[src/rtl/fsm_pulse_sched_if.sv]
// Bundle of the requester/counter-facing signals of fsm_pulse_sched.
// The slave modport is the scheduler's view; the master modport belongs to
// whoever drives the requests and returns the counter state.
interface fsm_pulse_sched_if #(
  parameter int NREQ = 4
);
  logic [NREQ-1:0] req;
  logic [1:0]      cnt_state;
  logic [NREQ-1:0] gnt;
  logic            xin_out;
  logic            busy;
  logic            done;
  logic            aborted;
  logic            err;

  modport master (
    output req, cnt_state,
    input  gnt, xin_out, busy, done, aborted, err
  );

  modport slave (
    input  req, cnt_state,
    output gnt, xin_out, busy, done, aborted, err
  );
endinterface

[src/rtl/fsm_pulse_sched.sv]
// Shares one modulo-4 pulse-counter FSM between NREQ requesters. Each grant
// drives BURST single-cycle xin pulses for the owner, then waits GAP idle
// cycles before re-arbitrating. A 2-bit shadow follows the counter and any
// divergence sets a sticky err flag.
// Build option: define FSM_PULSE_SCHED_PRIO_EN for fixed-priority
// arbitration (lowest index wins); default is round-robin.
module fsm_pulse_sched #(
  parameter int NREQ  = 4,
  parameter int BURST = 4,
  parameter int GAP   = 1
) (
  input logic              clk,
  input logic              reset,
  fsm_pulse_sched_if.slave sched
);

  localparam int PTR_W = (NREQ > 1) ? $clog2(NREQ) : 1;
  localparam logic [3:0] BURST_C = 4'(BURST);
  localparam logic [2:0] GAP_C   = 3'(GAP);

  typedef enum logic [1:0] {IDLE, RUN, FIN, GAPW} state_e;
  typedef logic [NREQ-1:0] req_t;

  state_e           state_q, state_d;
  req_t             gnt_q, gnt_d;
  logic             xin_q, xin_d;
  logic             done_q, done_d;
  logic             aborted_q, aborted_d;
  logic             err_q, err_d;
  logic [3:0]       pulse_cnt_q, pulse_cnt_d;
  logic [2:0]       gap_cnt_q, gap_cnt_d;
  logic [1:0]       shadow_q, shadow_d;

  logic             found;
  logic [PTR_W-1:0] winner;
  logic [PTR_W-1:0] idx;
  logic             owner_req;

`ifndef FSM_PULSE_SCHED_PRIO_EN
  logic [PTR_W-1:0] rr_ptr_q, rr_ptr_d;
`endif

  // The owner still wants the counter while its request bit stays high.
  assign owner_req = |(sched.req & gnt_q);

  // Pick the next winner among the active requests.
  always_comb begin
    found  = 1'b0;
    winner = '0;
    idx    = '0;
`ifdef FSM_PULSE_SCHED_PRIO_EN
    // Scan downward so the lowest set index is the last one written.
    for (int i = NREQ - 1; i >= 0; i--) begin
      idx = PTR_W'(i);
      if (sched.req[idx]) begin
        found  = 1'b1;
        winner = idx;
      end
    end
`else
    // Scan the rotated order backwards so the nearest bit after rr_ptr wins.
    for (int i = NREQ; i >= 1; i--) begin
      idx = PTR_W'((int'(rr_ptr_q) + i) % NREQ);
      if (sched.req[idx]) begin
        found  = 1'b1;
        winner = idx;
      end
    end
`endif
  end

  // Next-state and registered-output logic of the grant FSM.
  always_comb begin
    // NOTE: every signal gets a default first so no path through the case
    // leaves one unassigned, which would otherwise infer a latch.
    state_d     = state_q;
    gnt_d       = gnt_q;
    xin_d       = 1'b0;
    done_d      = 1'b0;
    aborted_d   = 1'b0;
    pulse_cnt_d = pulse_cnt_q;
    gap_cnt_d   = gap_cnt_q;
    shadow_d    = shadow_q + {1'b0, xin_q};
    err_d       = err_q | (sched.cnt_state != shadow_q);
`ifndef FSM_PULSE_SCHED_PRIO_EN
    rr_ptr_d    = rr_ptr_q;
`endif

    unique case (state_q)
      IDLE: begin
        if (found) begin
          gnt_d       = req_t'(1) << winner;
          pulse_cnt_d = '0;
          state_d     = RUN;
`ifndef FSM_PULSE_SCHED_PRIO_EN
          rr_ptr_d    = winner;
`endif
        end
      end
      RUN: begin
        // Completion takes precedence over an abort on the same edge.
        if (pulse_cnt_q == BURST_C) begin
          state_d = FIN;
          done_d  = 1'b1;
        end else if (!owner_req) begin
          aborted_d = 1'b1;
          state_d   = FIN;
          done_d    = 1'b1;
        end else begin
          xin_d       = 1'b1;
          pulse_cnt_d = pulse_cnt_q + 4'd1;
        end
      end
      FIN: begin
        gnt_d = '0;
        if (GAP == 0) begin
          state_d = IDLE;
        end else begin
          gap_cnt_d = GAP_C;
          state_d   = GAPW;
        end
      end
      GAPW: begin
        if (gap_cnt_q <= 3'd1) state_d = IDLE;
        else                   gap_cnt_d = gap_cnt_q - 3'd1;
      end
      default: state_d = IDLE;
    endcase
  end

  // State and output registers with asynchronous active-low clear.
  always_ff @(posedge clk or negedge reset) begin
    if (!reset) begin
      state_q     <= IDLE;
      gnt_q       <= '0;
      xin_q       <= 1'b0;
      done_q      <= 1'b0;
      aborted_q   <= 1'b0;
      err_q       <= 1'b0;
      pulse_cnt_q <= '0;
      gap_cnt_q   <= '0;
      shadow_q    <= 2'b00;
`ifndef FSM_PULSE_SCHED_PRIO_EN
      rr_ptr_q    <= PTR_W'(NREQ - 1);
`endif
    end else begin
      // NOTE: non-blocking assignments so every register samples the
      // pre-edge values, independent of statement order.
      state_q     <= state_d;
      gnt_q       <= gnt_d;
      xin_q       <= xin_d;
      done_q      <= done_d;
      aborted_q   <= aborted_d;
      err_q       <= err_d;
      pulse_cnt_q <= pulse_cnt_d;
      gap_cnt_q   <= gap_cnt_d;
      shadow_q    <= shadow_d;
`ifndef FSM_PULSE_SCHED_PRIO_EN
      rr_ptr_q    <= rr_ptr_d;
`endif
    end
  end

  assign sched.gnt     = gnt_q;
  assign sched.xin_out = xin_q;
  assign sched.busy    = (state_q != IDLE);
  assign sched.done    = done_q;
  assign sched.aborted = aborted_q;
  assign sched.err     = err_q;

endmodule

[src/flat_wrapper.sv]
// flat-port wrapper written by rule: the top's interface ports become plain ports
module fsm_pulse_sched_flat 
#(
  parameter int NREQ  = 4,
  parameter int BURST = 4,
  parameter int GAP   = 1
)
  (clk, reset, sched_req, sched_cnt_state, sched_gnt, sched_xin_out, sched_busy, sched_done, sched_aborted, sched_err);
  fsm_pulse_sched_if #(.NREQ(NREQ)) sched_i ();
  input logic clk;
  input logic reset;
  input wire logic [$bits(sched_i.req)-1:0] sched_req;
  input wire logic [$bits(sched_i.cnt_state)-1:0] sched_cnt_state;
  output wire logic [$bits(sched_i.gnt)-1:0] sched_gnt;
  output wire logic [$bits(sched_i.xin_out)-1:0] sched_xin_out;
  output wire logic [$bits(sched_i.busy)-1:0] sched_busy;
  output wire logic [$bits(sched_i.done)-1:0] sched_done;
  output wire logic [$bits(sched_i.aborted)-1:0] sched_aborted;
  output wire logic [$bits(sched_i.err)-1:0] sched_err;
  assign sched_i.req = sched_req;
  assign sched_i.cnt_state = sched_cnt_state;
  assign sched_gnt = sched_i.gnt;
  assign sched_xin_out = sched_i.xin_out;
  assign sched_busy = sched_i.busy;
  assign sched_done = sched_i.done;
  assign sched_aborted = sched_i.aborted;
  assign sched_err = sched_i.err;
  fsm_pulse_sched #(.NREQ(NREQ), .BURST(BURST), .GAP(GAP)) u_core (.clk(clk), .reset(reset), .sched(sched_i));
endmodule
[config.mk]
export PLATFORM = sky130hd
export DESIGN_NAME = fsm_pulse_sched_flat
export DESIGN_NICKNAME = d
export VERILOG_FILES = /design/src/rtl/fsm_pulse_sched_if.sv /design/src/rtl/fsm_pulse_sched.sv /design/src/flat_wrapper.sv
export SDC_FILE = /design/constraint.sdc
export NUM_CORES = 1
export LEC_CHECK = 0
export BUFFER_PORTS_ARGS = -buffer_cell sky130_fd_sc_hd__clkbuf_2
export CAP_MARGIN = 25
export CORE_UTILIZATION = 40
export DETAILED_ROUTE_END_ITERATION = 16
export SLEW_MARGIN = 15
export SYNTH_ARGS = -nofsm -noshare
export SYNTH_HDL_FRONTEND = slang
export SYNTH_SLANG_ARGS = --single-unit
[constraint.sdc]
create_clock -name clk -period 3.75 [get_ports clk]
set_clock_uncertainty 0.1 [all_clocks]
set_input_delay 0.1875 -clock clk [delete_from_list [all_inputs] [get_ports clk]]
set_output_delay 0.1875 -clock clk [all_outputs]
set_load 0.03 [all_outputs]
==> flow_metrics.py, run 1 <==
metrics = {
    "pwr": {
        "clock_power_share_pct": 11.4,
        "combinationalPowerShare_pct": 50.3,
        "leakagePower_nw": 0.679,
        "p_switching_uw": 444,
        "cell_internal_pwr_uw": 536,
        "total_design_power_uw": 980,
        "p_seq_share_pct": 38.3,
        "sw_frac_of_total_pct": 45.3,
        "power-per-cell-area_nw_per_um2": 718,
        "power.ir.vdd_worst_v": 0.000417,
    },
    "setup_path": {
        "crit_fanout": 7,
        "worstPathRequired_ps": 3460,
        "worstSetupStartpointType": "flip-flop",
        "r2r_start": "u_core.state_q[1]",
        "regToRegSetupSlack_ps": 1960,
        "timing.critical_path.cells": "inv_1 -> ha_1 -> inv_1 -> clkbuf_2",
        "path_class": "reg -> out",
        "cp_data_arrival_time_ps": 1550,
        "critical_path.max_stage_delay_ps": 420,
        "worstSetupEndpointType": "output pin",
        "cp_common_cell": "sky130_fd_sc_hd__inv_1",
        "regToRegEndpoint": "u_core.pulse_cnt_q[1]",
        "setup.worst_path.start": "u_core.state_q[0]",
        "rr_worst_depth": 6,
        "crit_path_top_delay_cell": "sky130_fd_sc_hd__dfrtp_1",
    },
    "detailed_routing": {
        "routed_via_density": 5.39,
        "num_vias": 921,
        "iteration_count_of_the_initial_detailed_routing_pass": 10,
        "post_drt_wl_per_cell_um": 13.6,
        "ant_nets_after_route": 0,
        "drt_iter0_markers": 25,
        "drt-total-wl_mm": 2.32,
        "drt_drc_violations_left": 4,
    },
    "clocking": {
        "cts.reportedPaths.clkPinSlew_ps": 120,
        "cts_made_buffers": 3,
        "tritoncts_num_sinks": 21,
        "clk-insertion-delay-late_ps": 310,
        "cts-hold-fix-buffers": 1,
        "post-cts-setup-buffer-count": 0,
        "post_cts.resized_instances": 0,
        "max-clock-path-buffers": 2,
        "htree_num_levels": 1,
        "clock_tree.root_cell": "sky130_fd_sc_hd__clkbuf_4",
        "cts_tree": "built",
    },
    "die": {
        "coreArea_um2": 2810,
        "i_o_pin_total": 17,
        "initial_core_util_pct": 43.2,
        "die_extent_in_x_um": 57.1,
        "die_h_um": 57.1,
        "rows": 19,
        "fp.dieArea_um2": 3260,
    },
    "synthesis": {
        "mappedNetlistArea_um2": 1210,
        "postSynth.topFlopCell": "sky130_fd_sc_hd__dfrtp_1",
        "synth-edff-count": 0,
        "sequential_element_share_of_the_synthesized_area_pct": 43.6,
        "postSynthAreaPerCell_um2": 10.1,
        "asyncSetResetFlopFracSynth_pct": 100,
        "yosys_warnings": 0,
        "ys_seq_elements": 21,
        "yosys.cell_types.count": 40,
        "synthCells": 120,
        "syn_nets": 138,
    },
    "placed_design": {
        "placement.io_buffers": 16,
        "post-place-ws_ps": 2000,
        "finalWeightedCongestion": 0.872,
        "place_inst": 166,
        "detailed_place.area_um2": 1330,
        "hpwl_mm": 1.77,
    },
    "sta": {
        "timing_worst_slew_pin_value_ps": 514,
        "rsz0062_at_grt": "false",
        "timing.setup.tns_ps": 0,
        "finalCriticalPeriod_ps": 1830,
        "setup_ws_ps": 1920,
        "final_setup_violations": 0,
        "maxSlewViolCount": 0,
        "report.final.hold_viol_count": 0,
        "worst_slew_margin_rel_pct": 65.7,
        "period_share_pct": 48.9,
        "maxClockFrequency_ghz": 0.545,
    },
    "outcome": {
        "outcome": "complete, but fails checks",
        "failing_checks": "DRC",
    },
    "grt": {
        "grt_max_degree": 22,
        "gr-total-overflow": 0,
        "first_pass_grt_wire_length_mm": 4.01,
        "gr-usage-all-layers_pct": 16.0,
        "antenna_found_initial": 0,
        "via_count_of_the_first_global_routing_pass": 920,
    },
    "layout": {
        "num-nets-final": 159,
        "final_design_area_no_fill_um2": 1370,
        "fillers": 271,
        "num_antenna_cells": 0,
        "fin_cells": 171,
        "seqCellArea_um2": 528,
        "multi_input_area_um2": 643,
        "drive_above_1_share_pct": 22.9,
        "syn_to_final_growth_pct": 12.6,
    },
    "job": {
        "max_cap_viol_count": 0,
    },
    "hold_path": {
        "timing.hold.worst.class": "in -> reg",
        "hold_depth": 3,
        "whs_endpoint": "u_core.sched.err",
        "hold_path.startpoint": "sched_cnt_state[0]",
    },
}
-- per-layer routing --
metal	global-route usage [%]	vias up	wire (µm)
li1	-	465	-
met1	19.2	430	1130
met2	27.9	22	1040
met3	4.99	4	117
met4	4.18	0	27
met5	0	-	0
-- cells in the mapped netlist, types with 2 or more instances --
cell type | instances | area share, %
sky130_fd_sc_hd__or3_1 | 2 | 1.0
sky130_fd_sc_hd__mux2i_1 | 4 | 3.3
sky130_fd_sc_hd__a22o_1 | 2 | 1.4
sky130_fd_sc_hd__o31ai_1 | 4 | 2.5
sky130_fd_sc_hd__o21ai_1 | 3 | 1.2
sky130_fd_sc_hd__nand2_1 | 8 | 2.5
sky130_fd_sc_hd__o21bai_1 | 2 | 1.2
sky130_fd_sc_hd__o21ai_0 | 11 | 4.5
sky130_fd_sc_hd__dfrtp_1 | 19 | 39
sky130_fd_sc_hd__nand2b_1 | 3 | 1.5
sky130_fd_sc_hd__a21oi_1 | 4 | 1.7
sky130_fd_sc_hd__o211ai_1 | 2 | 1.2
sky130_fd_sc_hd__dfstp_2 | 2 | 4.3
sky130_fd_sc_hd__xor2_1 | 3 | 2.2
sky130_fd_sc_hd__nor2b_1 | 2 | 1.0
sky130_fd_sc_hd__inv_1 | 9 | 2.8
sky130_fd_sc_hd__ha_1 | 10 | 10
sky130_fd_sc_hd__nor2_1 | 8 | 2.5
-- worst max path at each step --
stage	end	slack (ps)	cells past startpoint
floorplan	u_core.pulse_cnt_q[1]	2070	7
global placement	u_core.pulse_cnt_q[0]	2050	6
detailed placement	u_core.pulse_cnt_q[1]	2000	6
CTS	sched_busy	1900	4
global route	sched_busy	1790	4
finish	sched_busy	1920	4
-- flip-flops by register name, indices dropped and copies added, names as in the netlist, 2 cells and up --
register / flops
u_core.pulse_cnt_q: 4
u_core.sched.gnt: 4
u_core.gap_cnt_q: 3
u_core.rr_ptr_q: 2
u_core.shadow_q: 2
u_core.state_q: 2
-- cell families (layout without fill, tap and decap cells) --
kind of cell | count (synthesis) | in the layout | share of synthesized area [%]
AO/OA/AOI/OAI | 36 | 36 | 20.4
AND/OR/NAND/NOR | 34 | 34 | 15.9
flip-flops | 21 | 21 | 43.6
buffers and inverters | 11 | 31 | 3.40
adder cells (fa/ha/maj) | 10 | 10 | 10.3
multiplexers | 5 | 5 | 4.23
XOR/XNOR | 3 | 3 | 2.17
-- power groups by stage --
stage / clock network (mW) / registers [mW] / logic, mW
after floorplan: 0 / 0.420 / 0.323
after global placement: 0 / 0.376 / 0.478
after detailed placement: 0 / 0.379 / 0.493
after CTS: 0.120 / 0.375 / 0.498
after global routing: 0.127 / 0.387 / 0.555
final: 0.112 / 0.375 / 0.493
-- layout make-up --
cell class | instances | share of cell area (%)
clock buffers | 3 | 1.65
clock inverters | 1 | 0.367
inverters | 10 | 2.75
multi-input cells | 88 | 47.1
flip-flops and latches | 21 | 38.7
well taps | 31 | 2.84
repair buffers | 17 | 6.60
-- metrics by stage --
step	hold slack [ps]	utilization, %
after floorplan	-208	-
after global placement	91.2	47.3
after detailed placement	92.8	47.3
after CTS	79.5	48.7
after global routing	106	48.7
final	89.2	48.7
-- critical path, delay by kind of cell (launching register included) --
kind / cells / cell delay, ps
adder cells (fa/ha/maj): 1 / 330
buffers and inverters: 3 / 490
flip-flops: 1 / 420
-- cell usage in the layout, fill, tap and decap left out, types with 2 or more instances in the layout --
cell type                  instances
sky130_fd_sc_hd__nor2b_1           2
sky130_fd_sc_hd__xor2_1            3
sky130_fd_sc_hd__o21ai_1           3
sky130_fd_sc_hd__nand2b_1          3
sky130_fd_sc_hd__or3_1             2
sky130_fd_sc_hd__clkbuf_2         16
sky130_fd_sc_hd__nor2_1            8
sky130_fd_sc_hd__o21ai_0          11
sky130_fd_sc_hd__dfrtp_1          19
sky130_fd_sc_hd__o31ai_1           4
sky130_fd_sc_hd__inv_1             9
sky130_fd_sc_hd__nand2_1           8
sky130_fd_sc_hd__o211ai_1          2
sky130_fd_sc_hd__a22o_1            2
sky130_fd_sc_hd__clkbuf_4          3
sky130_fd_sc_hd__ha_1             10
sky130_fd_sc_hd__a21oi_1           4
sky130_fd_sc_hd__o21bai_1          2
sky130_fd_sc_hd__dfstp_2           2
sky130_fd_sc_hd__mux2i_1           4
Power figures use the tool's default switching activity.
==> inputs of run 2 (changes only) <==
==> constraint.sdc (replaced) <==
create_clock -name clk -period 1.5 [get_ports clk]
set_clock_uncertainty 0.1 [all_clocks]
set_input_delay 0.075 -clock clk [delete_from_list [all_inputs] [get_ports clk]]
set_output_delay 0.075 -clock clk [all_outputs]
set_load 0.03 [all_outputs]
==> flow_metrics.py, run 2 (synthesis gave the netlist of run 1 again) <==
metrics = {
    "grt": {
        "first_pass_grt_wire_length_mm": 4.18,
        "grt_max_degree": 22,
        "antenna_found_initial": 0,
        "gr-usage-all-layers_pct": 16.8,
        "gr-total-overflow": 0,
        "via_count_of_the_first_global_routing_pass": 943,
    },
    "sta": {
        "rsz0062_at_grt": "true",
        "finalCriticalPeriod_ps": 1570,
        "setup_ws_ps": -74.5,
        "maxClockFrequency_ghz": 0.635,
        "worst_slew_margin_rel_pct": 64.6,
        "final_setup_violations": 9,
        "timing.setup.tns_ps": -353,
        "timing_worst_slew_pin_value_ps": 530,
        "report.final.hold_viol_count": 0,
        "period_share_pct": 105,
        "maxSlewViolCount": 0,
    },
    "setup_path": {
        "worstSetupEndpointType": "flip-flop",
        "regToRegSetupSlack_ps": -70,
        "worstSetupStartpointType": "flip-flop",
        "regToRegEndpoint": "u_core.pulse_cnt_q[3]",
        "crit_fanout": 3,
        "path_class": "reg -> reg",
        "cp_data_arrival_time_ps": 1710,
        "worstPathRequired_ps": 1640,
        "rr_worst_depth": 5,
        "r2r_start": "u_core.sched.gnt[2]",
    },
    "detailed_routing": {
        "post_drt_wl_per_cell_um": 13.0,
        "ant_nets_after_route": 0,
        "iteration_count_of_the_initial_detailed_routing_pass": 10,
        "drt_iter0_markers": 33,
        "routed_via_density": 5.22,
        "drt-total-wl_mm": 2.54,
        "num_vias": 1018,
        "drt_drc_violations_left": 4,
    },
    "clocking": {
        "clock_tree.root_cell": "sky130_fd_sc_hd__clkbuf_4",
        "htree_num_levels": 1,
        "cts_made_buffers": 3,
        "cts_tree": "built",
        "cts.reportedPaths.clkPinSlew_ps": 130,
        "max-clock-path-buffers": 2,
        "tritoncts_num_sinks": 21,
        "clk-insertion-delay-late_ps": 310,
    },
    "placed_design": {
        "place_inst": 186,
        "hpwl_mm": 1.91,
        "placement.io_buffers": 16,
        "finalWeightedCongestion": 0.822,
        "post-place-ws_ps": -70.9,
    },
    "hold_path": {
        "hold_path.startpoint": "sched_cnt_state[1]",
        "hold_depth": 3,
        "whs_endpoint": "u_core.sched.err",
        "timing.hold.worst.class": "in -> reg",
    },
    "pwr": {
        "power-per-cell-area_nw_per_um2": 1860,
        "cell_internal_pwr_mw": 1.78,
        "power.ir.vdd_worst_v": 0.00109,
        "p_seq_share_pct": 30.6,
        "leakagePower_nw": 0.808,
        "sw_frac_of_total_pct": 42.1,
        "p_switching_mw": 1.30,
        "clock_power_share_pct": 9.1,
        "combinationalPowerShare_pct": 60.3,
        "total_design_power_mw": 3.08,
    },
    "die": {
        "i_o_pin_total": 17,
        "coreArea_um2": 2810,
        "die_h_um": 57.1,
        "initial_core_util_pct": 43.2,
        "rows": 19,
        "fp.dieArea_um2": 3260,
        "die_extent_in_x_um": 57.1,
    },
    "layout": {
        "num_antenna_cells": 0,
        "syn_to_final_growth_pct": 36.2,
        "num-nets-final": 183,
        "fin_cells": 195,
        "drive_above_1_share_pct": 48.2,
        "layout.cells.most_common": "sky130_fd_sc_hd__buf_4",
        "layout.cells.most_common_list": "sky130_fd_sc_hd__buf_4 (22), sky130_fd_sc_hd__clkbuf_2 (15), sky130_fd_sc_hd__dfrtp_1 (15)",
    },
    "outcome": {
        "outcome": "complete, but fails checks",
        "failing_checks": "DRC, setup timing",
    },
    "job": {
        "max_cap_viol_count": 0,
    },
}
## run 2: power groups by stage
stage          Combinational, mW  Clock (mW)  Sequential [mW]
4_1_cts                     1.74       0.295            0.933
2_1_floorplan              0.867           0             1.06
6_report                    1.86       0.281            0.941
5_1_grt                     2.02       0.322            0.969
3_3_place_gp                1.54           0            0.928
3_5_place_dp                1.57           0            0.933
## run 2: what timing repair did
action | in CTS | in global routing
setup buffers | 3 | 0
hold buffers | 2 | 0
resized for setup | 14 | 16
pin swaps | 11 | 4
setup endpoints to repair | 10 | 15
hold endpoints to repair | 22 | 0
## run 2: layout make-up
type	instances	area, µm²
sequential	21	533
multi-input combinational	88	736
clock buffer	3	22.5
tap	31	38.8
timing repair buffer	41	279
inverter	10	37.5
fill	248	1150
clock inverter	1	5.00
## run 2: per-stage QoR
stage | instance area, µm² | util, % | hold WS [ps]
2_1_floorplan | 1240 | - | -321
3_3_place_gp | 1490 | 53.2 | -18.1
3_5_place_dp | 1490 | 53.2 | -20.0
4_1_cts | 1610 | 57.3 | 0.932
5_1_grt | 1650 | 58.9 | 1.00
6_report | 1650 | 58.9 | 6.75
## run 2: worst max path at each step
stage / start / end
detailed placement: u_core.rr_ptr_q[1] / u_core.sched.gnt[1]
global route: u_core.sched.gnt[0] / u_core.pulse_cnt_q[2]
floorplan: u_core.state_q[1] / u_core.pulse_cnt_q[0]
global placement: u_core.sched.gnt[2] / u_core.pulse_cnt_q[3]
finish: u_core.sched.gnt[2] / u_core.pulse_cnt_q[3]
CTS: u_core.sched.gnt[0] / u_core.pulse_cnt_q[3]
## run 2: layer usage
metal  GRT usage, %  up-vias  share of wire, %
met4           2.44        0              0.63
met3           5.22        2               3.3
met1           23.8      488                50
met2           25.9       17                46
li1               -      511                 -
met5              0        -                 0
## run 2: worst max-delay path: stages (launching register included)
cell and delay [ps]:
sky130_fd_sc_hd__dfrtp_2 430, sky130_fd_sc_hd__a22o_1 240, sky130_fd_sc_hd__o211ai_2 240, sky130_fd_sc_hd__inv_2 70, sky130_fd_sc_hd__o211ai_1 210, sky130_fd_sc_hd__mux2i_1 200
